### src/rtl/reset_sequencer.sv
// Reset generator: holds all domain resets for HOLD_CYCLES, then releases domains in order every STAGGER_CYCLES.
// Re-sequences on synchronized pin reset (RELEASE/RUN) or software request (RUN only); reports cause and saturating count.
module reset_sequencer #(
    parameter int NUM_DOMAINS    = 4,
    parameter int HOLD_CYCLES    = 250,
    parameter int STAGGER_CYCLES = 16,
    parameter int CNT_W          = 16,
    parameter int COUNT_W        = 8
) (
    input  logic                   io_axiClk,
    input  logic                   io_reset,
    input  logic                   io_extResetn,
    input  logic                   io_swResetReq,
    output logic [NUM_DOMAINS-1:0] io_domainResetn,
    output logic                   io_allReleased,
    output logic [1:0]             io_resetCause,
    output logic [COUNT_W-1:0]     io_resetCount,
    output logic [1:0]             io_state
);

    typedef enum logic [1:0] {
        ST_ASSERT  = 2'd0,
        ST_HOLD    = 2'd1,
        ST_RELEASE = 2'd2,
        ST_RUN     = 2'd3
    } state_t;

    localparam logic [CNT_W-1:0] HOLD_LAST = CNT_W'(HOLD_CYCLES - 1);
    localparam logic [CNT_W-1:0] STAG_LAST = CNT_W'(STAGGER_CYCLES - 1);

    state_t                 state, state_nxt;
    logic [CNT_W-1:0]       cnt, cnt_nxt;
    logic                   sync1, ext_sync;
    logic                   trig_ext, trig_sw, hold_done, stag_done;
    logic [NUM_DOMAINS-1:0] rel_vec, dom_nxt;
    logic                   all_nxt;
    logic [1:0]             cause_nxt;
    logic [COUNT_W-1:0]     count_nxt;

    // Reset value 0 makes the pin look asserted until two clean edges have passed.
    always_ff @(posedge io_axiClk) begin
        if (io_reset) begin
            sync1    <= 1'b0;
            ext_sync <= 1'b0;
        end else begin
            sync1    <= io_extResetn;
            ext_sync <= sync1;
        end
    end

    // Pin reset takes priority over the software request on the same edge.
    assign trig_ext  = !ext_sync && (state == ST_RELEASE || state == ST_RUN);
    assign trig_sw   = io_swResetReq && ext_sync && (state == ST_RUN);
    assign hold_done = (state == ST_HOLD) && ext_sync && (cnt == HOLD_LAST);
    assign stag_done = (state == ST_RELEASE) && (cnt == STAG_LAST);
    // Shifting a one in from the bottom guarantees in-order release.
    assign rel_vec   = (io_domainResetn << 1) | NUM_DOMAINS'(1);

    always_ff @(posedge io_axiClk) begin
        if (io_reset) begin
            state <= ST_ASSERT;
            cnt   <= '0;
        end else begin
            state <= state_nxt;
            cnt   <= cnt_nxt;
        end
    end

    always_comb begin
        state_nxt = state;
        cnt_nxt   = cnt;
        case (state)
            ST_ASSERT: begin
                state_nxt = ST_HOLD;
                cnt_nxt   = '0;
            end
            ST_HOLD: begin
                if (!ext_sync) begin
                    cnt_nxt = '0;
                end else if (hold_done) begin
                    state_nxt = rel_vec[NUM_DOMAINS-1] ? ST_RUN : ST_RELEASE;
                    cnt_nxt   = '0;
                end else begin
                    cnt_nxt = cnt + CNT_W'(1);
                end
            end
            ST_RELEASE: begin
                if (trig_ext) begin
                    state_nxt = ST_ASSERT;
                    cnt_nxt   = '0;
                end else if (stag_done) begin
                    cnt_nxt = '0;
                    if (rel_vec[NUM_DOMAINS-1]) state_nxt = ST_RUN;
                end else begin
                    cnt_nxt = cnt + CNT_W'(1);
                end
            end
            ST_RUN: begin
                if (trig_ext || trig_sw) begin
                    state_nxt = ST_ASSERT;
                    cnt_nxt   = '0;
                end
            end
            default: begin
                state_nxt = ST_ASSERT;
                cnt_nxt   = '0;
            end
        endcase
    end

    always_comb begin
        dom_nxt   = io_domainResetn;
        all_nxt   = io_allReleased;
        cause_nxt = io_resetCause;
        count_nxt = io_resetCount;
        if (trig_ext || trig_sw) begin
            dom_nxt   = '0;
            all_nxt   = 1'b0;
            cause_nxt = trig_ext ? 2'd1 : 2'd2;
            if (io_resetCount != '1) count_nxt = io_resetCount + COUNT_W'(1);
        end else if (hold_done || stag_done) begin
            dom_nxt = rel_vec;
            all_nxt = rel_vec[NUM_DOMAINS-1];
        end
    end

    always_ff @(posedge io_axiClk) begin
        if (io_reset) begin
            io_domainResetn <= '0;
            io_allReleased  <= 1'b0;
            io_resetCause   <= 2'd0;
            io_resetCount   <= '0;
        end else begin
            io_domainResetn <= dom_nxt;
            io_allReleased  <= all_nxt;
            io_resetCause   <= cause_nxt;
            io_resetCount   <= count_nxt;
        end
    end

    assign io_state = state;

endmodule

### config.mk
export PLATFORM = sky130hd
export DESIGN_NAME = reset_sequencer
export DESIGN_NICKNAME = d
export VERILOG_FILES = /design/src/rtl/reset_sequencer.sv
export SDC_FILE = /design/constraint.sdc
export NUM_CORES = 1
export LEC_CHECK = 0
export ABC_AREA = 1
export BUFFER_PORTS_ARGS = -buffer_cell sky130_fd_sc_hd__buf_4
export CORE_MARGIN = 4
export CORE_UTILIZATION = 55
export CTS_CLUSTER_DIAMETER = 80
export CTS_CLUSTER_SIZE = 14
export DETAILED_ROUTE_END_ITERATION = 7
export PLACE_DENSITY_LB_ADDON = 0.08
export SETUP_SLACK_MARGIN = 0.2
export SLEW_MARGIN = 20
export SYNTH_ARGS = -nofsm -noshare
export SYNTH_HDL_FRONTEND = slang
export SYNTH_SLANG_ARGS = --single-unit
### constraint.sdc
create_clock -name io_axiClk -period 1.9 [get_ports io_axiClk]
set_input_delay 0.095 -clock io_axiClk [delete_from_list [all_inputs] [get_ports io_axiClk]]
set_output_delay 0.095 -clock io_axiClk [all_outputs]
set_load 0.02 [all_outputs]
# Word level (Yosys, flattened, before mapping)
# Index checks and enable logic that the tools add are counted.
# classes
muxes	15
n_reduce_logical	14
eq_ne	11
addsub	2
# op_table
cell	n
16-bit 2-to-1 mux	5
16-bit one-hot mux with 4 select lines	1
16-bit by 1-bit adder with 16-bit output (second input constant)	1
16-bit by 4-bit equality test with 1-bit output (second input constant)	1
16-bit by 8-bit equality test with 1-bit output (second input constant)	1
2-bit 2-to-1 mux	7
8-bit by 1-bit adder with 8-bit output (second input constant)	1
8-bit inequality test (second input constant)	1
2-bit one-hot mux with 4 select lines	1
1-bit logical AND	6
3-bit inequality test (second input constant)	2
5-bit AND reduction	1
2-bit equality test (second input constant)	2
2-bit inequality test (second input constant)	2
1-bit logical OR	3
2-bit by 1-bit equality test with 1-bit output (second input constant)	1
2-bit zero test	1
2-bit by 1-bit inequality test with 1-bit output (second input constant)	1
2-bit AND reduction	1
2-bit OR reduction	1
1-bit zero test	1
1-bit 2-to-1 mux	1
# word_totals
output_inout_bits	17
ff_bits	35
in_bits	4
wordCells	50

# Longest topological paths before layout
# logic_depth
word_depth	6
depth_mapped	14
ltp_nobuf	13

# Least setup slack after synthesis
# Ideal clock, no wire load.
# synth_path
path_type	register to register
startpoint	register state[0], in the netlist io_state[0]
endpoint	register cnt[14]
stages_incl_launch_ff	9
period_less_slack_ps	1855
required_ps	1784
setup_ps	116
path_slack_ps	45
t_arrival_ps	1739
n_path_buf	1
cell_sequence	dfxtp_1 > inv_1 > ha_1 > o21bai_2 > nand3_1 > buf_6 > nand4_1 > xor2_1 > nor2_2
# synth_between
elab_chain_len	6
word_cells_on_any_way	17
classes_between	eq/ne: 4; mux: 5; reduce/logical: 8
# synth_lines
element	line_no	text
from (decl)	31	state_t state, state_nxt;
from (signal assigned)	64	state <= state_nxt;
2-bit by 1-bit equality test with 1-bit output	54, 72	
1-bit logical AND (2 in series)	54	assign hold_done = (state == ST_HOLD) && ext_sync && (cnt == HOLD_LAST);
16-bit 2-to-1 mux	80	end else if (hold_done) begin
16-bit 2-to-1 mux	78	if (!ext_sync) begin
16-bit one-hot mux with 4 select lines	72	case (state)
to (signal assigned)	65	cnt <= cnt_nxt;
to (decl)	32	logic [CNT_W-1:0] cnt, cnt_nxt;
# Several ways; a longest one is shown, not always the timed one.
# A chain may end at the register's enable or synchronous reset.

# Final worst setup path
# layout_path
startpoint	register state[0], in the netlist io_state[0]
endpoint	register state[0], in the netlist io_state[0]
# layout_between
elab_chain_len	6
word_cells_on_any_way	19
classes_between	eq/ne: 8; mux: 2; reduce/logical: 9
# layout_lines
element	line_no	text
2-bit equality test (on tied branches)	--	
1-bit logical OR	52	assign trig_ext = !ext_sync && (state == ST_RELEASE || state == ST_RUN);
1-bit logical AND	52	
1-bit logical OR	99	if (trig_ext || trig_sw) begin
2-bit by 1-bit inequality test with 1-bit output (no source line)	--	
5-bit AND reduction (no source line)	--	
# Several ways; a longest one is shown, not always the timed one.

==> results by group <==
Status
  – Run status: finished, final reports clean

Timing
  – Slew Limit Fails: 0
  – Max Freq: around 570 MHz
  – Final Hold Viols: 0
  – Final setup viols: 0
  – Max_slew headroom: about 61%
  – Post-route minimum period: about 1.7 ns
  – Worst Hold Slack: between 0.4 and 0.5 ns
  – Final period util: around nine tenths
  – Slew @ Worst Pin: between 0.5 and 0.6 ns
  – Setup TNS Final: 0 ns
  – Worst setup margin: roughly 0.15 ns
  – RSZ-0062 raised after global routing: true
  – Clock Skew: 0.00884 ns

Setup path
  – WS Path Type: reg -> reg
  – Slowest stage delay, CP: 0.41 ns
  – Worst setup SP type: register
  – Maximum fanout along the worst path: 10
  – Worst Path Buf+Inv: 1
  – Crit-path cells: buf_12 > ha_4 > nand2_1 > nand3_4 > o21ai_0 > a21oi_2 > nand3_1 > a21oi_1
  – Required time worst endpoint: between 2 and 2.5 ns
  – Endpoint type of the worst setup path: register
  – Slowest cell on the critical path: dfxtp_4
  – CP delay by family, top: compound AO/OA/AOI/OAI gates
  – Worst EP arrival: slightly above 2 ns

Drt
  – DR vias/cell: 5.24
  – Post-DR wirelength/cell: around 14 um
  – DR vias: 1865
  – DRC: 0
  – Initial drt markers: around 140
  – 1st-pass router iterations: 5
  – Final Routed Wirelength: about 4900 um
  – Post-DRT Antenna Nets: 0

Logic synthesis
  – Synth Cell Area: 0.00187 mm2
  – Post-synth EDFFs: 0
  – Synth Instances: ~270
  – Commonest register cell after synthesis: dfxtp_1
  – Register area share after synthesis: a little over a third
  – Yosys warnings: 0
  – Syn_nets: approximately 280
  – Async set or reset register ratio after synthesis: 0%
  – Register bit total from synthesis: 34
  – Netlist cell types: 25
  – Syn avg cell area: 6.90 um2

Finish
  – Fraction of layout cells with a size suffix above 1: between 20% and 30%
  – Register Area: between 600 and 700 um2
  – Post-route insts no fill: between 300 and 400
  – Filler instances: 239
  – Area of the multi-input gates: 0.00113 mm2
  – Layout area overhead: 30.2%
  – Ant diodes: 0
  – Nets: approximately 320

Clock tree
  – CTS Buffer Depth: 2
  – Clock sinks: 34
  – Clk slew on worst S/H paths: between 0.1 and 0.15 ns
  – CTS Root Cell: clkbuf_4
  – CTS H-tree lvls: 2
  – Worst-Skew Late Latency: 0.36 ns
  – Cts bufs inserted: 5
  – TritonCTS clock tree: built

Worst hold path
  – Worst min path class: reg -> reg

Global routing
  – Initial antenna violation count: 0
  – Pin count of the biggest net entering global routing: 14
  – GRT overflow: 0
  – Via count of the first global-routing pass: about 1700
  – Overall Global Routing Usage: between 20% and 30%
  – First-pass GRT wire length: 7360 um

Pwr
  – Tot Pwr: 2.28 mW
  – PwrDens: roughly 940 mW/mm2
  – Peak supply drop: ~620 uV
  – Cell leakage power: 1.04 nW

Place
  – # port buffers: 20
  – Pre-CTS setup slack: 0.0475 ns
  – Routability cong.: ~0.88
  – Placed cells: 334
  – Dpl hpwl: 2980 um

Floorplanning
  – Num ports: 21
  – Initial Util: 59.3%
  – Die width: 66.3 um
  – Cell Rows: 20
  – Chip height: around 66 um
  – Total die area: 0.00440 mm2
  – CORE AREA: approximately 0.0032 mm2

Flow run
  – Max Cap Violations: 0
per-stage QoR:
step | util [%] | cell area [um2]
finish | 77.2 | 2430
global route | 77.2 | 2430
CTS | 71.5 | 2260
detailed placement | 65.4 | 2060
global placement | 65.4 | 2060
floorplan | - | 1880
logic make-up (layout without fill, tap and decap cells):
group           count (synthesis)  count (layout)  share of synthesized area (%)
compound gates                 31              31                           9.03
xor+xnor                       10              10                           4.68
flops                          34              34                           36.4
buf+inv                        42              82                           9.90
fa+ha+maj                       7               7                           4.68
simple gates                  147             148                           35.3
cell usage after synthesis, types with 2 or more instances:
cell | instances | area, um2
a21oi_1 | 16 | 80.1
dfxtp_1 | 34 | 681
ha_1 | 7 | 87.6
inv_1 | 35 | 131
inv_2 | 3 | 11.3
nand2_1 | 59 | 221
nand2_2 | 4 | 25.0
nand3_1 | 22 | 110
nand4_1 | 9 | 56.3
nor2_1 | 35 | 131
nor2_2 | 11 | 68.8
nor3_1 | 5 | 25.0
o21ai_0 | 11 | 55.1
xnor2_1 | 2 | 17.5
xor2_1 | 8 | 70.1
sequential cells by signal, summed over array words and instances (netlist names):
name and flops:
io_resetCount 8, ext_sync 1, io_domainResetn 4, io_state 2, cnt 16, io_resetCause 2
sync1 1
where the power goes:
part,internal (mW),total [mW],switching [mW]
Combinational,0.312,0.732,0.420
Sequential,0.767,0.828,0.0612
Clock,0.445,0.721,0.276
Total,1.52,2.28,0.757
routing by layer:
layer	track usage (%)	vias to the layer above	part of all wire [%]
li1	-	946	-
met1	26.3	849	44
met2	36.3	60	48
met3	6.80	10	5.6
met4	7.87	0	2.2
met5	0	-	0
path summary, 6_finish.rpt:
kind / startpoint / to / slack (ns) / cells past startpoint
worst min register to register: sync1$_SDFF_PP0_ / ext_sync$_SDFF_PP0_ / 0.42 / 2
worst min-delay path: sync1$_SDFF_PP0_ / ext_sync$_SDFF_PP0_ / 0.42 / 2
worst max register to register: io_state[0]$_SDFFE_PP0P_ / io_state[0]$_SDFFE_PP0P_ / 0.15 / 8
worst max-delay path: io_state[0]$_SDFFE_PP0P_ / io_state[0]$_SDFFE_PP0P_ / 0.15 / 8
final cells by class:
| class | instances | share of cell area (%) |
|---|---|---|
| clock inverter | 2 | 2.47 |
| inverter | 38 | 5.96 |
| sequential | 34 | 28.4 |
| tap | 44 | 2.26 |
| clock buffer | 6 | 2.11 |
| timing repair buffer | 36 | 12.5 |
| multi-input combinational | 196 | 46.3 |
worst register-to-register path: cells and delay by family (launching register included):
family                     cells  cell delay, ns
and+or+nand+nor                3            0.46
DFF                            1            0.41
buffers and inverters          1            0.11
AOI/OAI and AO/OA              3            0.52
adders and majority gates      1            0.17
placed cells by master (no fill, tap or decap), drive strengths merged:
master       netlist  layout
a211o              1       1
a21oi             16      16
buf                3      32
bufinv             0       2
clkbuf             1       6
dfxtp             34      34
dlygate4sd3        0       4
ha                 7       7
inv               38      38
nand2             64      65
nand3             22      22
nand4              9       9
nor2              47      47
nor3               5       5
o211ai             1       1
o21ai             11      11
o21bai             1       1
o22ai              1       1
xnor2              2       2
xor2               8       8
repair_timing:
action	4_1_cts	5_1_grt
buffers inserted	2	7
gates resized for setup	6	26
endpoints found under the setup margin	25	27
hold buffers	4	0
pin swaps	3	8
cloned	0	1
endpoints found under the hold margin	12	0
No activity file was read; power rests on OpenSTA's default activity.
